File: config.mk
export PLATFORM = sky130hd
export DESIGN_NAME = l2dr_req_arb
export DESIGN_NICKNAME = d
export VERILOG_FILES = /design/src/rtl/l2dr_req_arb_pkg.sv /design/src/rtl/l2dr_arb_fifo2.sv /design/src/rtl/l2dr_req_arb.sv
export SDC_FILE = /design/constraint.sdc
export NUM_CORES = 1
export LEC_CHECK = 0
export CAP_MARGIN = 20
export CORE_UTILIZATION = 45
export CTS_CLUSTER_DIAMETER = 200
export DETAILED_ROUTE_END_ITERATION = 8
export PLACE_DENSITY = 0.83
export SYNTH_ARGS = -nofsm -noshare
export SYNTH_HDL_FRONTEND = slang
export SYNTH_SLANG_ARGS = --single-unit
File: constraint.sdc
create_clock -name clk -period 3.9 [get_ports clk]
set_clock_uncertainty 0.1 [all_clocks]
set_input_delay 0.78 -clock clk [delete_from_list [all_inputs] [get_ports clk]]
set_output_delay 0.78 -clock clk [all_outputs]
set_load 0.05 [all_outputs]
File: src/rtl/l2dr_req_arb_pkg.sv
// Shared types and constants for the L2/L2TLB to directory request arbiter.
package l2dr_req_arb_pkg;

    localparam int L2DR_NID_W  = 5;
    localparam int L2DR_ADDR_W = 16;
    localparam int L2DR_DATA_W = 16;

    // Source identifiers carried in nid[0]
    localparam logic L2DR_NID_L2  = 1'b0;
    localparam logic L2DR_NID_TLB = 1'b1;

    typedef struct packed {
        logic [L2DR_NID_W-1:0]  nid;
        logic [L2DR_ADDR_W-1:0] addr;
        logic [2:0]             cmd;
    } I_l2todr_req_type;

    typedef struct packed {
        logic [L2DR_NID_W-1:0]  nid;
        logic [L2DR_DATA_W-1:0] data;
    } I_drtol2_snack_type;

    // Overwrite the low node-id bit with the granted source
    function automatic I_l2todr_req_type stamp_nid(input I_l2todr_req_type req,
                                                   input logic src);
        I_l2todr_req_type r;
        r        = req;
        r.nid[0] = src;
        return r;
    endfunction

endpackage

File: src/rtl/l2dr_arb_fifo2.sv
// Two-entry request FIFO; entry 0 is always the head, entry 1 the tail.
// A push at count=2 is ignored, and a pop at count=0 is ignored.
module l2dr_arb_fifo2
    import l2dr_req_arb_pkg::*;
(
    input  logic             clk,
    input  logic             reset,
    input  logic             push,
    input  I_l2todr_req_type push_data,
    input  logic             pop,
    output I_l2todr_req_type head,
    output logic [1:0]       count,
    output logic             full
);

    I_l2todr_req_type ent0_q, ent0_d;
    I_l2todr_req_type ent1_q, ent1_d;
    logic [1:0]       count_q, count_d;
    logic             do_push;
    logic             do_pop;

    assign head  = ent0_q;
    assign count = count_q;
    assign full  = (count_q == 2'd2);

    // Next-state for the shift-style storage and occupancy count
    always_comb begin
        do_push = push && (count_q != 2'd2);
        do_pop  = pop && (count_q != 2'd0);
        ent0_d  = ent0_q;
        ent1_d  = ent1_q;
        count_d = count_q;
        case ({do_push, do_pop})
            2'b10: begin
                if (count_q == 2'd0) ent0_d = push_data;
                else                 ent1_d = push_data;
                count_d = count_q + 2'd1;
            end
            2'b01: begin
                ent0_d  = ent1_q;
                count_d = count_q - 2'd1;
            end
            2'b11: begin
                // Only reachable at count=1: head leaves, new entry becomes head
                ent0_d = push_data;
            end
            default: ;
        endcase
    end

    // Storage and count registers
    always_ff @(posedge clk or negedge reset) begin
        if (!reset) begin
            ent0_q  <= '0;
            ent1_q  <= '0;
            count_q <= 2'd0;
        end else begin
            ent0_q  <= ent0_d;
            ent1_q  <= ent1_d;
            count_q <= count_d;
        end
    end

endmodule

File: src/rtl/l2dr_req_arb.sv
// L2 / L2TLB request arbiter toward the directory plus snack demultiplexer.
// Optional feature: define L2DR_ARB_NID_STAMP_EN to stamp nid[0] of every
// enqueued request with its source (L2=0, TLB=1).
//
// Handshake (all channels): a transfer happens in a cycle where valid=1 and
// retry=0; the sender keeps valid and payload stable while retry=1.
module l2dr_req_arb
    import l2dr_req_arb_pkg::*;
#(
    parameter int unsigned ARB_WEIGHT_L2 = 2
) (
    input  logic               clk,
    input  logic               reset,

    input  logic               l2_req_valid,
    output logic               l2_req_retry,
    input  I_l2todr_req_type   l2_req,

    input  logic               tlb_req_valid,
    output logic               tlb_req_retry,
    input  I_l2todr_req_type   tlb_req,

    output logic               l2todr_req_valid,
    input  logic               l2todr_req_retry,
    output I_l2todr_req_type   l2todr_req,

    input  logic               drtol2_snack_valid,
    output logic               drtol2_snack_retry,
    input  I_drtol2_snack_type drtol2_snack,

    output logic               l2_snack_valid,
    input  logic               l2_snack_retry,
    output I_drtol2_snack_type l2_snack,

    output logic               tlb_snack_valid,
    input  logic               tlb_snack_retry,
    output I_drtol2_snack_type tlb_snack,

    output logic [2:0]         dbg_streak,
    output logic [1:0]         dbg_fifo_count
);

    localparam logic [2:0] STREAK_MAX = 3'(ARB_WEIGHT_L2);

    // ---------------- request arbitration ----------------
    logic             fifo_full;
    logic [1:0]       fifo_count;
    I_l2todr_req_type fifo_head;
    I_l2todr_req_type enq_data;
    logic             arb_en;
    logic             grant_l2;
    logic             grant_tlb;
    logic [2:0]       streak_q, streak_d;

    // Grants depend only on registered FIFO state, the input valids and reset
    assign arb_en = reset && !fifo_full;

    // Weighted choice between sources; streak counts back-to-back contested L2 wins
    always_comb begin
        grant_l2  = 1'b0;
        grant_tlb = 1'b0;
        streak_d  = streak_q;
        if (arb_en) begin
            if (l2_req_valid && tlb_req_valid) begin
                if (streak_q < STREAK_MAX) begin
                    grant_l2 = 1'b1;
                    streak_d = streak_q + 3'd1;
                end else begin
                    grant_tlb = 1'b1;
                    streak_d  = 3'd0;
                end
            end else if (l2_req_valid) begin
                grant_l2 = 1'b1;
                streak_d = 3'd0;
            end else if (tlb_req_valid) begin
                grant_tlb = 1'b1;
                streak_d  = 3'd0;
            end
        end
    end

    // Streak register
    always_ff @(posedge clk or negedge reset) begin
        if (!reset) streak_q <= 3'd0;
        else        streak_q <= streak_d;
    end

    assign l2_req_retry  = reset && l2_req_valid && !grant_l2;
    assign tlb_req_retry = reset && tlb_req_valid && !grant_tlb;

    // Select the granted payload, optionally tagging its source in nid[0]
    always_comb begin
`ifdef L2DR_ARB_NID_STAMP_EN
        enq_data = grant_tlb ? stamp_nid(tlb_req, L2DR_NID_TLB)
                             : stamp_nid(l2_req, L2DR_NID_L2);
`else
        enq_data = grant_tlb ? tlb_req : l2_req;
`endif
    end

    l2dr_arb_fifo2 u_fifo (
        .clk       (clk),
        .reset     (reset),
        .push      (grant_l2 || grant_tlb),
        .push_data (enq_data),
        .pop       (l2todr_req_valid && !l2todr_req_retry),
        .head      (fifo_head),
        .count     (fifo_count),
        .full      (fifo_full)
    );

    assign l2todr_req_valid = (fifo_count != 2'd0);
    assign l2todr_req       = fifo_head;
    assign dbg_streak       = streak_q;
    assign dbg_fifo_count   = fifo_count;

    // ---------------- snack routing ----------------
    logic               snk_to_tlb;
    logic               l2_snk_open;
    logic               tlb_snk_open;
    logic               snk_accept;
    logic               l2_snk_valid_q, l2_snk_valid_d;
    logic               tlb_snk_valid_q, tlb_snk_valid_d;
    I_drtol2_snack_type l2_snk_q, l2_snk_d;
    I_drtol2_snack_type tlb_snk_q, tlb_snk_d;

    // A destination register can take a snack when empty or draining this cycle.
    // The input stream stalls as a whole when its head's destination is blocked.
    assign snk_to_tlb   = drtol2_snack.nid[0];
    assign l2_snk_open  = !l2_snk_valid_q || !l2_snack_retry;
    assign tlb_snk_open = !tlb_snk_valid_q || !tlb_snack_retry;
    assign drtol2_snack_retry = drtol2_snack_valid &&
                                (snk_to_tlb ? !tlb_snk_open : !l2_snk_open);
    assign snk_accept   = drtol2_snack_valid && !drtol2_snack_retry;

    // Next-state of both single-entry snack output registers
    always_comb begin
        l2_snk_valid_d  = l2_snk_valid_q;
        l2_snk_d        = l2_snk_q;
        tlb_snk_valid_d = tlb_snk_valid_q;
        tlb_snk_d       = tlb_snk_q;
        if (l2_snk_valid_q && !l2_snack_retry)   l2_snk_valid_d  = 1'b0;
        if (tlb_snk_valid_q && !tlb_snack_retry) tlb_snk_valid_d = 1'b0;
        if (snk_accept && !snk_to_tlb) begin
            l2_snk_valid_d = 1'b1;
            l2_snk_d       = drtol2_snack;
        end
        if (snk_accept && snk_to_tlb) begin
            tlb_snk_valid_d = 1'b1;
            tlb_snk_d       = drtol2_snack;
        end
    end

    // Snack output registers
    always_ff @(posedge clk or negedge reset) begin
        if (!reset) begin
            l2_snk_valid_q  <= 1'b0;
            l2_snk_q        <= '0;
            tlb_snk_valid_q <= 1'b0;
            tlb_snk_q       <= '0;
        end else begin
            l2_snk_valid_q  <= l2_snk_valid_d;
            l2_snk_q        <= l2_snk_d;
            tlb_snk_valid_q <= tlb_snk_valid_d;
            tlb_snk_q       <= tlb_snk_d;
        end
    end

    assign l2_snack_valid  = l2_snk_valid_q;
    assign l2_snack        = l2_snk_q;
    assign tlb_snack_valid = tlb_snk_valid_q;
    assign tlb_snack       = tlb_snk_q;

endmodule

==> flow_summary.yaml <==
routing:
  met1Wirelength_mm: 4.53
  top_layer: "met4"
  routed-via-count: 3209
  wl_met2_mm: 4.73
  route.met3.wl_um: 632
  detail_route.drc_violations: 0
  first_pass_iters: 4
  via_per_inst: 5.25
  antenna_violating_nets_post_route: 0
  drtIter0Drc: 71
  detail_route.wirelength_mm: 10.0
  routed_wirelength_normalized_by_instance_count_um: 16.4
place:
  placed_cells: 595
  hpwlAfterDp_mm: 7.34
  i_o_buffers: 153
  gp_congestion: 0.787
timing:
  worst_pin_slew_ns: 0.821
  finalSetupViolCount: 0
  final.period_utilization: 0.837
  grt_setup_unrepaired: "false"
  hold_violations: 0
  finalSetupTns_ns: 0
  finalMaxSlewViolations: 0
  fin_hold_ws_ns: 0.260
  fin_crit_ns: 3.27
  maxClockFrequency_mhz: 306
  maxSlewHeadroom: 0.453
run_status:
  status: "finished, final reports clean"
yosys:
  synthTopCellsByArea: "sky130_fd_sc_hd__dfrtp_1, sky130_fd_sc_hd__mux2_2, sky130_fd_sc_hd__mux2i_1"
  synth_top_family_by_area: "multiplexers"
  fraction_of_the_mapped_netlist_area_in_compound_gates: 0.107
  synth.yosys.warnings: 0
  syn_area_per_cell_sq_um: 12.3
  synth.net_count: 423
  synth.distinct_cells: 30
  synthSimpleGateAreaFrac: 0.110
  mappedNetlistArea_sq_um: 4210
  ys_seq_area_frac: 0.577
  number_of_register_bits_inferred_by_synthesis: 97
  synth_largest_area_cell: "sky130_fd_sc_hd__dfrtp_1"
  synth.area.mux_share: 0.167
  synth_adder_area_share: 0.00892
  synth_xor_area_frac: 0.00625
  post-synth-top-area-fraction: 0.577
  post_synth_inst_count: 343
clock_tree:
  clkTransAtPathRegs_ns: 0.10
  worst_skew_pair.late_latency_ns: 0.35
  cts_hold_buffers: 0
  cts_tree: "done"
  clkSinkCount: 97
  post_cts.resized_instances: 0
  clock_path_buffers: 2
  cts_post_setup_buffers_inserted: 0
  count_of_h_tree_levels_built_during_cts: 3
  tritoncts.num_buffers: 9
  root_buffer: "sky130_fd_sc_hd__clkbuf_8"
power_and_ir_drop:
  irDropWorstVdd_mv: 0.363
  power.net_switching_mw: 1.97
  clkPwrFrac: 0.161
  power_leakage_nw: 2.48
  sequentialPowerShare: 0.347
  post-layout-total-power_mw: 4.49
  p_comb_frac: 0.491
  power.switching_fraction: 0.437
  pwr_density_cell_nw_per_um2: 736
  internal_power_mw: 2.53
critical_path:
  cp_cell_instances: "clkdlybuf4s50_1, nand3_1, o21ai_0, and2_1, clkdlybuf4s50_1"
  cp_slowest_stage_delay_ns: 0.79
  cp_num_cells: 5
  endpoint_kind: "primary output"
  critical_path_arrival_ns: 2.39
  worst_path_dominant_cell_family: "buffers and inverters"
  worstPathBufferInverterCount: 2
  critPathKind: "in -> out"
  cp-start-kind: "input port"
  critical_path.most_common_cell: "sky130_fd_sc_hd__clkdlybuf4s50_1"
  critical_path_required_ns: 3.02
  crit_path_top_delay_cell: "sky130_fd_sc_hd__clkdlybuf4s50_1"
  timing.reg2reg.worst_path_depth: 6
  cp_max_fo: 3
grt:
  antenna_found_initial: 0
  global_route_wire_length_before_repair_mm: 16.4
  grt_pass1_vias: 3312
  gr-usage-all-layers: 0.215
  grt_max_degree: 68
  grt_overflow: 0
final_layout:
  num-nets-final: 578
  area_delta_synth_final_pct: 45.1
  share_of_final_layout_standard_cells_stronger_than_drive_strength_1: 0.173
  final_core_utilization: 0.686
  instances_no_fill: 611
  diodes: 0
die:
  rows: 34
  floorplan.io_pins: 154
  core-area_sq_um: 8890
  height_of_the_die_um: 98.7
  die_x_um: 98.7
  initial_utilization: 0.473
  design.die.area_sq_um: 9740
worst_hold_path:
  hold_class: "in -> async"
flow_run:
  number_of_max_cap_violations: 0
cell usage in the layout (no fill, tap or decap), types with 12 or more instances in the layout:
cell | synthesis | final
sky130_fd_sc_hd__clkdlybuf4s50_1 | 0 | 151
sky130_fd_sc_hd__dfrtp_1 | 97 | 97
sky130_fd_sc_hd__mux2_2 | 41 | 41
sky130_fd_sc_hd__nand2_1 | 32 | 32
sky130_fd_sc_hd__nor2_1 | 29 | 28
sky130_fd_sc_hd__o21ai_0 | 26 | 26
sky130_fd_sc_hd__mux2i_1 | 24 | 24
sky130_fd_sc_hd__nor3b_1 | 24 | 24
sky130_fd_sc_hd__a211oi_1 | 12 | 12
sky130_fd_sc_hd__a211oi_2 | 12 | 12
cells in the mapped netlist (all sizes together):
cell type,number
and2,2
xnor2,2
mux2,41
nor3b,24
o21a,1
ha,3
nand3,2
or2,2
buf,6
nor2,29
a211oi,24
dfrtp,97
o21ai,28
a21oi,2
clkbuf,13
nand3b,1
mux2i,24
xor2,1
nand2b,2
a221oi,1
o21bai,1
nand2,32
inv,3
a22o,2
cells by family (layout without fill, tap and decap cells):
family	after synthesis	count (layout)
fa+ha+maj	3	3
simple gates	94	94
flops	97	97
compound gates	59	59
buf+inv	22	182
mux	65	65
xor+xnor	3	3
metrics by stage:
stage / worst slack [ns] / cell area [sq um]
after floorplan: 1.18 / 4210
after global placement: 0.654 / 5880
after detailed placement: 0.643 / 5880
after CTS: 0.636 / 6100
after global routing: 0.541 / 6100
final: 0.634 / 6100
layer usage:
metal	global-route usage	vias to the layer above
met5	0	-
met1	0.279	1555
met2	0.362	129
met4	0.0620	0
met3	0.0482	9
li1	-	1516
area by class of cell:
class | instances | area, sq um
Fill cell | 649 | 2790
Sequential cell | 97 | 2430
Multi-Input combinational cell | 224 | 1690
Timing Repair Buffer | 163 | 1610
Clock buffer | 10 | 138
Tap cell | 108 | 135
Clock inverter | 6 | 88.8
Inverter | 3 | 11.3
power groups by stage:
stage	clock [mW]	combinational, mW	sequential [mW]
4_1_cts	0.741	2.23	1.56
5_1_grt	0.774	2.33	1.60
6_report	0.724	2.21	1.56
3_5_place_dp	0	2.22	1.57
3_3_place_gp	0	2.18	1.56
2_1_floorplan	0	0.676	2.31
final timing paths:
check | start | to | slack, ns
max reg2reg | u_fifo.count[0] | u_fifo.head[22] | 1.74
max in group asynchronous | reset | u_fifo.ent1_q[11] | 2.25
min in group clk | u_fifo.ent1_q[11] | u_fifo.ent1_q[11] | 0.39
max | tlb_snack_retry | drtol2_snack_retry | 0.63
min | reset | u_fifo.head[4] | 0.26
min reg2reg | u_fifo.ent1_q[11] | u_fifo.ent1_q[11] | 0.39
worst register-to-register path: cells and delay by family, from the launching register on:
| kind | cells | cell delay (ns) |
|---|---|---|
| DFF | 1 | 0.49 |
| AOI/OAI and AO/OA | 1 | 0.08 |
| and+or+nand+nor | 3 | 0.67 |
| buffers and inverters | 1 | 0.27 |
| adders and majority gates | 1 | 0.42 |
registers in the layout (all words and copies together), names as in the netlist:
name and cells:
l2_snack_valid 1, dbg_streak 3, l2_snack 21, tlb_snack 21, u_fifo.head 24, u_fifo.ent1_q 24
tlb_snack_valid 1, u_fifo.count 2
Power figures use the tool's default switching activity.
